===== config.mk =====
export PLATFORM = sky130hd
export DESIGN_NAME = tile_vram_ctrl_flat
export DESIGN_NICKNAME = d
export VERILOG_FILES = /design/src/rtl/tile_vram_ctrl_pkg.sv /design/src/rtl/tile_vram_ctrl_if.sv /design/src/rtl/tile_vram_ctrl_copy_pipe.sv /design/src/rtl/tile_vram_ctrl.sv /design/src/flat_wrapper.sv
export SDC_FILE = /design/constraint.sdc
export NUM_CORES = 1
export LEC_CHECK = 0
export BUFFER_PORTS_ARGS = -buffer_cell sky130_fd_sc_hd__buf_2
export CAP_MARGIN = 0
export CORE_MARGIN = 1.5
export CORE_UTILIZATION = 55
export CTS_BUF_LIST = sky130_fd_sc_hd__clkbuf_4 sky130_fd_sc_hd__clkbuf_8
export CTS_CLUSTER_DIAMETER = 50
export DETAILED_ROUTE_END_ITERATION = 12
export PLACE_DENSITY_LB_ADDON = 0.3
export SYNTH_ARGS = -nofsm -noshare
export SYNTH_HDL_FRONTEND = slang
export SYNTH_SLANG_ARGS = --single-unit

===== constraint.sdc =====
create_clock -name clk_pix -period 2.9 [get_ports clk_pix]
set_input_delay 0.58 -clock clk_pix [delete_from_list [all_inputs] [get_ports clk_pix]]
set_output_delay 0.58 -clock clk_pix [all_outputs]
set_load 0.005 [all_outputs]

===== src/rtl/tile_vram_ctrl_pkg.sv =====
// rtl/tile_vram_ctrl_pkg.sv - shared types and constants for the tile VRAM controller
//
// Purpose: tile word layout, host opcode encoding, controller state encoding
// and the default screen geometry.
// Ports: none (package).
package tile_vram_pkg;

  localparam int TILE_COLS = 128;
  localparam int TILE_ROWS = 32;

  typedef struct packed {
    logic [3:0]  fg_color_idx;
    logic [11:0] tile_idx;
  } tile_t;

  typedef enum logic [1:0] {
    OP_WRITE  = 2'd0,
    OP_FILL   = 2'd1,
    OP_SCROLL = 2'd2,
    OP_RSVD   = 2'd3
  } vram_op_t;

  typedef enum logic [1:0] {
    ST_IDLE  = 2'd0,
    ST_FILL  = 2'd1,
    ST_COPY  = 2'd2,
    ST_CLEAR = 2'd3
  } vram_state_t;

endpackage


===== src/rtl/tile_vram_ctrl_if.sv =====
// rtl/tile_vram_ctrl_if.sv - host command valid/ready bundle
//
// Purpose: groups the host command handshake so the loader and the
// controller connect through one port.
// Signals: host_valid, host_op, host_addr, host_data (master -> slave),
//          host_ready (slave -> master).
interface tile_vram_ctrl_if #(
  parameter int ADDR_W = 12,
  parameter int DATA_W = 16
);
  import tile_vram_pkg::*;

  logic              host_valid;
  logic              host_ready;
  vram_op_t          host_op;
  logic [ADDR_W-1:0] host_addr;
  logic [DATA_W-1:0] host_data;

  modport master (
    output host_valid, host_op, host_addr, host_data,
    input  host_ready
  );

  modport slave (
    input  host_valid, host_op, host_addr, host_data,
    output host_ready
  );

endinterface


===== src/rtl/tile_vram_ctrl_copy_pipe.sv =====
// rtl/tile_vram_ctrl_copy_pipe.sv - two-stage VRAM read-to-write pipeline for scroll copy
//
// Purpose: carries each issued scroll read through the one-cycle VRAM read
// latency and presents it as a write one row up.
// Ports: clk_pix, rst_n          - clock, synchronous active-low reset
//        issue_i, src_i          - read issued this cycle at source address
//        rdata_i                 - VRAM read data (valid one cycle after issue)
//        we_o, waddr_o, din_o    - registered write to src - COLS
//        empty_o                 - no read is left that has yet to reach the write stage
module tile_vram_copy_pipe #(
  parameter int ADDR_W = 12,
  parameter int DATA_W = 16,
  parameter int COLS   = 128
) (
  input  logic              clk_pix,
  input  logic              rst_n,
  input  logic              issue_i,
  input  logic [ADDR_W-1:0] src_i,
  input  logic [DATA_W-1:0] rdata_i,
  output logic              we_o,
  output logic [ADDR_W-1:0] waddr_o,
  output logic [DATA_W-1:0] din_o,
  output logic              empty_o
);

  localparam logic [ADDR_W-1:0] COLS_A = ADDR_W'(COLS);

  // Stage 1: read in flight, destination already computed.
  logic              v1_q;
  logic [ADDR_W-1:0] a1_q;
  // Stage 2: write presented to VRAM.
  logic              v2_q;
  logic [ADDR_W-1:0] a2_q;
  logic [DATA_W-1:0] d2_q;

  always_ff @(posedge clk_pix) begin
    if (!rst_n) begin
      v1_q <= 1'b0;
      a1_q <= '0;
      v2_q <= 1'b0;
      a2_q <= '0;
      d2_q <= '0;
    end else begin
      v1_q <= issue_i;
      a1_q <= src_i - COLS_A;
      v2_q <= v1_q;
      if (v1_q) begin
        a2_q <= a1_q;
        d2_q <= rdata_i;
      end
    end
  end

  assign we_o    = v2_q;
  assign waddr_o = a2_q;
  assign din_o   = d2_q;
  // The write stage itself finishes this cycle, so only stage 1 matters.
  assign empty_o = ~v1_q;

endmodule


===== src/rtl/tile_vram_ctrl.sv =====
// rtl/tile_vram_ctrl.sv - tile VRAM write-port owner and read-port arbiter
//
// Purpose: executes host WRITE / FILL / SCROLL commands against the tile VRAM,
// borrowing the read port from the display only during vertical blanking.
// Ports: clk_pix, rst_n       - pixel clock, synchronous active-low reset
//        vblank               - read port may be borrowed while high
//        disp_raddr           - display fetch read address
//        host                 - command handshake (slave side)
//        busy, done           - long command in progress / completion pulse
//        vram_raddr, vram_dout - VRAM read port
//        vram_we, vram_waddr, vram_din - VRAM write port
module tile_vram_ctrl
  import tile_vram_pkg::*;
#(
  parameter int ADDR_W = 12,
  parameter int DATA_W = 16,
  parameter int COLS   = TILE_COLS,
  parameter int ROWS   = TILE_ROWS
) (
  input  logic              clk_pix,
  input  logic              rst_n,
  input  logic              vblank,
  input  logic [ADDR_W-1:0] disp_raddr,
  tile_vram_ctrl_if.slave   host,
  output logic              busy,
  output logic              done,
  output logic [ADDR_W-1:0] vram_raddr,
  input  logic [DATA_W-1:0] vram_dout,
  output logic              vram_we,
  output logic [ADDR_W-1:0] vram_waddr,
  output logic [DATA_W-1:0] vram_din
);

  localparam logic [ADDR_W-1:0] COLS_A      = ADDR_W'(COLS);
  localparam logic [ADDR_W-1:0] ADDR_MAX    = '1;
  localparam logic [ADDR_W-1:0] ADDR_ONE    = ADDR_W'(1);
  localparam logic [ADDR_W-1:0] SCREEN_LAST = ADDR_W'(ROWS * COLS - 1);
  localparam logic [ADDR_W-1:0] CLEAR_BASE  = ADDR_W'((ROWS - 1) * COLS);

  vram_state_t       state_q;
  logic              we_q;
  logic              done_q;
  logic [ADDR_W-1:0] waddr_q;
  // Holds WRITE data, then the fill value for FILL and for the scroll's CLEAR.
  logic [DATA_W-1:0] din_q;
  logic [ADDR_W-1:0] src_q;
  logic              issued_all_q;

  logic              accept;
  logic              issue;
  logic [ADDR_W-1:0] seq_end;
  logic              pipe_we;
  logic              pipe_empty;
  logic [ADDR_W-1:0] pipe_waddr;
  logic [DATA_W-1:0] pipe_din;

  assign host.host_ready = rst_n && (state_q == ST_IDLE);
  assign accept          = host.host_valid && host.host_ready;
  assign issue           = (state_q == ST_COPY) && vblank && !issued_all_q;
  // FILL sweeps the whole address space; CLEAR stops at the last screen word.
  assign seq_end         = (state_q == ST_FILL) ? ADDR_MAX : SCREEN_LAST;

  tile_vram_copy_pipe #(
    .ADDR_W (ADDR_W),
    .DATA_W (DATA_W),
    .COLS   (COLS)
  ) u_copy_pipe (
    .clk_pix (clk_pix),
    .rst_n   (rst_n),
    .issue_i (issue),
    .src_i   (src_q),
    .rdata_i (vram_dout),
    .we_o    (pipe_we),
    .waddr_o (pipe_waddr),
    .din_o   (pipe_din),
    .empty_o (pipe_empty)
  );

  always_ff @(posedge clk_pix) begin
    if (!rst_n) begin
      state_q      <= ST_IDLE;
      we_q         <= 1'b0;
      done_q       <= 1'b0;
      waddr_q      <= '0;
      din_q        <= '0;
      src_q        <= COLS_A;
      issued_all_q <= 1'b0;
    end else begin
      we_q   <= 1'b0;
      done_q <= 1'b0;
      unique case (state_q)
        ST_IDLE: begin
          if (accept) begin
            unique case (host.host_op)
              OP_WRITE: begin
                we_q    <= 1'b1;
                waddr_q <= host.host_addr;
                din_q   <= host.host_data;
                done_q  <= 1'b1;
              end
              OP_FILL: begin
                we_q    <= 1'b1;
                waddr_q <= '0;
                din_q   <= host.host_data;
                state_q <= ST_FILL;
              end
              OP_SCROLL: begin
                din_q        <= host.host_data;
                src_q        <= COLS_A;
                issued_all_q <= 1'b0;
                state_q      <= ST_COPY;
              end
              default: done_q <= 1'b1;
            endcase
          end
        end
        ST_FILL, ST_CLEAR: begin
          // waddr_q is the write being presented this cycle.
          if (waddr_q == seq_end) begin
            state_q <= ST_IDLE;
          end else begin
            we_q    <= 1'b1;
            waddr_q <= waddr_q + ADDR_ONE;
            done_q  <= (waddr_q == seq_end - ADDR_ONE);
          end
        end
        ST_COPY: begin
          if (issue) begin
            if (src_q == SCREEN_LAST) issued_all_q <= 1'b1;
            else                      src_q        <= src_q + ADDR_ONE;
          end
          // Pipe's final write is on the port now; CLEAR's first write follows directly.
          if (issued_all_q && pipe_empty) begin
            state_q <= ST_CLEAR;
            we_q    <= 1'b1;
            waddr_q <= CLEAR_BASE;
          end
        end
        default: state_q <= ST_IDLE;
      endcase
    end
  end

  assign busy       = (state_q != ST_IDLE);
  assign done       = done_q;
  assign vram_raddr = issue ? src_q : disp_raddr;
  // Copy writes and controller writes never overlap in time.
  assign vram_we    = we_q | pipe_we;
  assign vram_waddr = pipe_we ? pipe_waddr : waddr_q;
  assign vram_din   = pipe_we ? pipe_din : din_q;

endmodule


===== src/flat_wrapper.sv =====
// flat-port wrapper written by rule: the top's interface ports become plain ports
module tile_vram_ctrl_flat import tile_vram_pkg::*;
#(
  parameter int ADDR_W = 12,
  parameter int DATA_W = 16,
  parameter int COLS   = TILE_COLS,
  parameter int ROWS   = TILE_ROWS
)
  (clk_pix, rst_n, vblank, disp_raddr, busy, done, vram_raddr, vram_dout, vram_we, vram_waddr, vram_din, host_host_valid, host_host_op, host_host_addr, host_host_data, host_host_ready);
  tile_vram_ctrl_if #(.ADDR_W(ADDR_W), .DATA_W(DATA_W)) host_i ();
  input  logic clk_pix;
  input  logic rst_n;
  input  logic vblank;
  input  logic [ADDR_W-1:0] disp_raddr;
  output logic busy;
  output logic done;
  output logic [ADDR_W-1:0] vram_raddr;
  input  logic [DATA_W-1:0] vram_dout;
  output logic vram_we;
  output logic [ADDR_W-1:0] vram_waddr;
  output logic [DATA_W-1:0] vram_din;
  input wire logic [$bits(host_i.host_valid)-1:0] host_host_valid;
  input wire logic [$bits(host_i.host_op)-1:0] host_host_op;
  input wire logic [$bits(host_i.host_addr)-1:0] host_host_addr;
  input wire logic [$bits(host_i.host_data)-1:0] host_host_data;
  output wire logic [$bits(host_i.host_ready)-1:0] host_host_ready;
  assign host_i.host_valid = host_host_valid;
  assign host_i.host_op = host_host_op;
  assign host_i.host_addr = host_host_addr;
  assign host_i.host_data = host_host_data;
  assign host_host_ready = host_i.host_ready;
  tile_vram_ctrl #(.ADDR_W(ADDR_W), .DATA_W(DATA_W), .COLS(COLS), .ROWS(ROWS)) u_core (.clk_pix(clk_pix), .rst_n(rst_n), .vblank(vblank), .disp_raddr(disp_raddr), .host(host_i), .busy(busy), .done(done), .vram_raddr(vram_raddr), .vram_dout(vram_dout), .vram_we(vram_we), .vram_waddr(vram_waddr), .vram_din(vram_din));
endmodule

==> impl_metrics.yaml <==
status:
  status: "complete, no violations"
die:
  row_count: 31
  core_area_um2: 7290
  die_x_um: 90.1
  die_h_um: 90.1
  start_util_pct: 57.3
  pin_count: 106
  die_area_um2: 8130
logic_synthesis:
  syn_inst: 474
  synth.distinct_cells: 54
  syn_area_um2: 4180
  ys_seq_area_share_pct: 41.7
  syn_area_per_cell_um2: 8.81
  async_flop_share_pct: 0
  ys_seq_elements: 87
  synth_ff_type: "dfxtp_1"
  ys_warn_count: 0
  synth_nets: 545
  synth-edff-count: 0
global_route:
  grt_usage_pct: 24.7
  grt_max_degree: 32
  grt-ovfl-total: 0
  met3_usage_pct: 3.47
  grt_pass1_wl_um: 16500
  grt_pass1_vias: 3549
  gr-usage-met2_pct: 41.5
  grt_most_used_layer: "met2"
  grt_antenna_before_repair: 0
  grtUsageMet1_pct: 31.7
routing:
  post_drt_wl_per_cell_um: 14.8
  dr.pass1.iters: 4
  routed_wl_um: 9940
  drc_errors: 0
  dr_total_vias: 3731
  final_antenna_net_count: 0
  vias_per_cell: 5.55
  drt_iter0_drc: 309
finish:
  fin_nets: 639
  layout_commonest_cell: "buf_2"
  drive_gt1_share_pct: 30.9
  nFillCells: 625
  area_growth_pct: 18.8
  fin_util_pct: 68.1
  regArea_um2: 1740
  layout_common_cells: "buf_2 (105), dfxtp_1 (86), nand2_1 (57), nor2_1 (55), mux2_2 (38)"
  multiInputGateArea_um2: 2270
  antennaDiodeCount: 0
power_and_ir_drop:
  p_total_mw: 2.36
  ir_drop_mv: 0.276
  p_leak_nw: 2.05
  power_density_nw_per_um2: 476
critical_path:
  crit_required_ns: 2.32
  critPathKind: "reg -> out"
  reg2reg_from: "u_core.src_q[0]"
  worst-r2r-cell-count: 6
  startpoint: "u_core.state_q[1]"
  cp-end-kind: "output pin"
  critical_path.startpoint_type: "register"
  r2r_end: "u_core.src_q[11]"
  ff2ff_setup_slack_ns: 0.60
  critPathCapture: "vram_raddr[6]"
  cp_data_arrival_time_ns: 1.92
  path_max_fanout: 11
clocking:
  clk_pin_slew_ns: 0.09
  ctsHoldBuffers: 0
  clkSinkCount: 87
  post-cts-setup-buffers: 0
  cts_inserted_buffers: 9
  ctsLongestPathBuffers: 2
  htree_levels: 3
  cts_root_buf: "clkbuf_8"
  postCtsResizedCells: 0
  cts_tree: "built"
  clkLatencyLatePin_ns: 0.35
sta:
  finalCriticalPeriod_ns: 2.50
  setup_viol: 0
  fin_worst_skew_ns: 0.00736
  fin_tns_setup_ns: 0
  period_share_pct: 86.2
  max_slew_margin_pct: 53.1
  fmax_ghz: 0.400
  final-hold-violation-count: 0
  tightest_slew_ns: 0.703
  hold_slack_ns: 0.455
  rsz0062_at_grt: "no"
  maxSlewViolCount: 0
placement:
  dp_hpwl_um: 7080
  place_congestion: 0.906
  port_buffers: 105
min_path:
  hold_class: "in -> reg"
job:
  maxCapViolCount: 0
stage by stage:
step / setup slack [ns] / cells / instance area [µm²]
floorplan: 0.744 / 474 / 4180
global placement: 0.627 / 656 / 4780
detailed placement: 0.561 / 656 / 4780
CTS: 0.379 / 672 / 4960
global route: 0.304 / 672 / 4960
finish: 0.399 / 672 / 4960
synth_stat cells, drive strengths merged (2+ instances only):
cell / count / area (µm²)
dfxtp: 87 / 1740
nand2: 57 / 214
nor2: 55 / 206
mux2: 38 / 428
a21oi: 28 / 140
mux2i: 28 / 280
o21ai: 22 / 110
clkbuf: 18 / 67.6
buf: 14 / 61.3
and2: 13 / 81.3
inv: 11 / 41.3
ha: 9 / 113
nand3: 9 / 45.0
nand4: 8 / 50.1
nor3: 5 / 25.0
and3: 4 / 25.0
nand3b: 4 / 30.0
xor2: 4 / 35.0
a211oi: 3 / 22.5
a221oi: 3 / 26.3
a41oi: 3 / 26.3
nand4b: 3 / 26.3
nor2b: 3 / 18.8
nor4: 3 / 25.0
o211ai: 3 / 22.5
o31a: 3 / 26.3
o41ai: 3 / 26.3
or3: 3 / 18.8
or4: 3 / 22.5
xnor2: 3 / 26.3
a21o: 2 / 15.0
a2bb2oi: 2 / 17.5
nand2b: 2 / 12.5
o2111ai: 2 / 17.5
o311ai: 2 / 17.5
or2: 2 / 12.5
power breakdown:
| group | switching, mW | internal [mW] | total (mW) | leakage (nW) |
|---|---|---|---|---|
| logic | 0.173 | 0.152 | 0.325 | 1.26 |
| registers | 0.0399 | 1.23 | 1.27 | 0.705 |
| clock network | 0.445 | 0.322 | 0.766 | 0.0919 |
sequential cells by signal, summed over array words and instances (netlist names), 2 cells and up:
signal                      flops
u_core.din_q                   16
u_core.src_q                   12
u_core.state_q                  2
u_core.u_copy_pipe.a1_q        12
u_core.u_copy_pipe.din_o       16
u_core.u_copy_pipe.waddr_o     12
u_core.waddr_q                 12
worst max-delay path, cell delays in order, from the launching register on:
cell and delay, ns:
dfxtp_1 0.48, and4bb_1 0.39, buf_4 0.24, mux2_2 0.34, buf_2 0.13
cells by family (layout without fill, tap and decap cells):
kind of cell             count (synthesis)  count (layout)  synth area share [%]
AND/OR/NAND/NOR                        177             177                  20.2
flip-flops                              87              87                  41.7
AO/OA/AOI/OAI                           85              85                  12.9
multiplexers                            66              66                  17.0
buffers and inverters                   43             142                  4.07
adder cells (fa/ha/maj)                  9               9                  2.70
XOR/XNOR                                 7               7                  1.47
layout make-up:
class                           instances  share of cell area (%)
Tap cell                               99                    2.50
Multi-Input combinational cell        344                    45.8
Sequential cell                        87                    35.1
Timing Repair Buffer                  115                    12.1
Clock inverter                          7                    1.11
Inverter                               11                   0.832
Clock buffer                            9                    2.50
how the worst min path moves through the flow:
stage / start / endpoint / slack [ns] / cells past startpoint
global placement: u_core.din_q[5] / u_core.din_q[5] / 0.44 / 2
global route: host_host_data[5] / u_core.din_q[5] / 0.45 / 3
finish: host_host_data[12] / u_core.din_q[12] / 0.45 / 3
CTS: host_host_data[5] / u_core.din_q[5] / 0.44 / 3
detailed placement: u_core.din_q[2] / u_core.din_q[2] / 0.45 / 2
floorplan: u_core.u_copy_pipe.v1_q / u_core.u_copy_pipe.we_o / 0.43 / 2
routing by layer:
layer	part of all wire (%)	routed length [µm]
met1	45	4510
met2	48	4790
met3	5.4	540
met4	1.0	99
met5	0	0
Power figures use the tool's default switching activity.
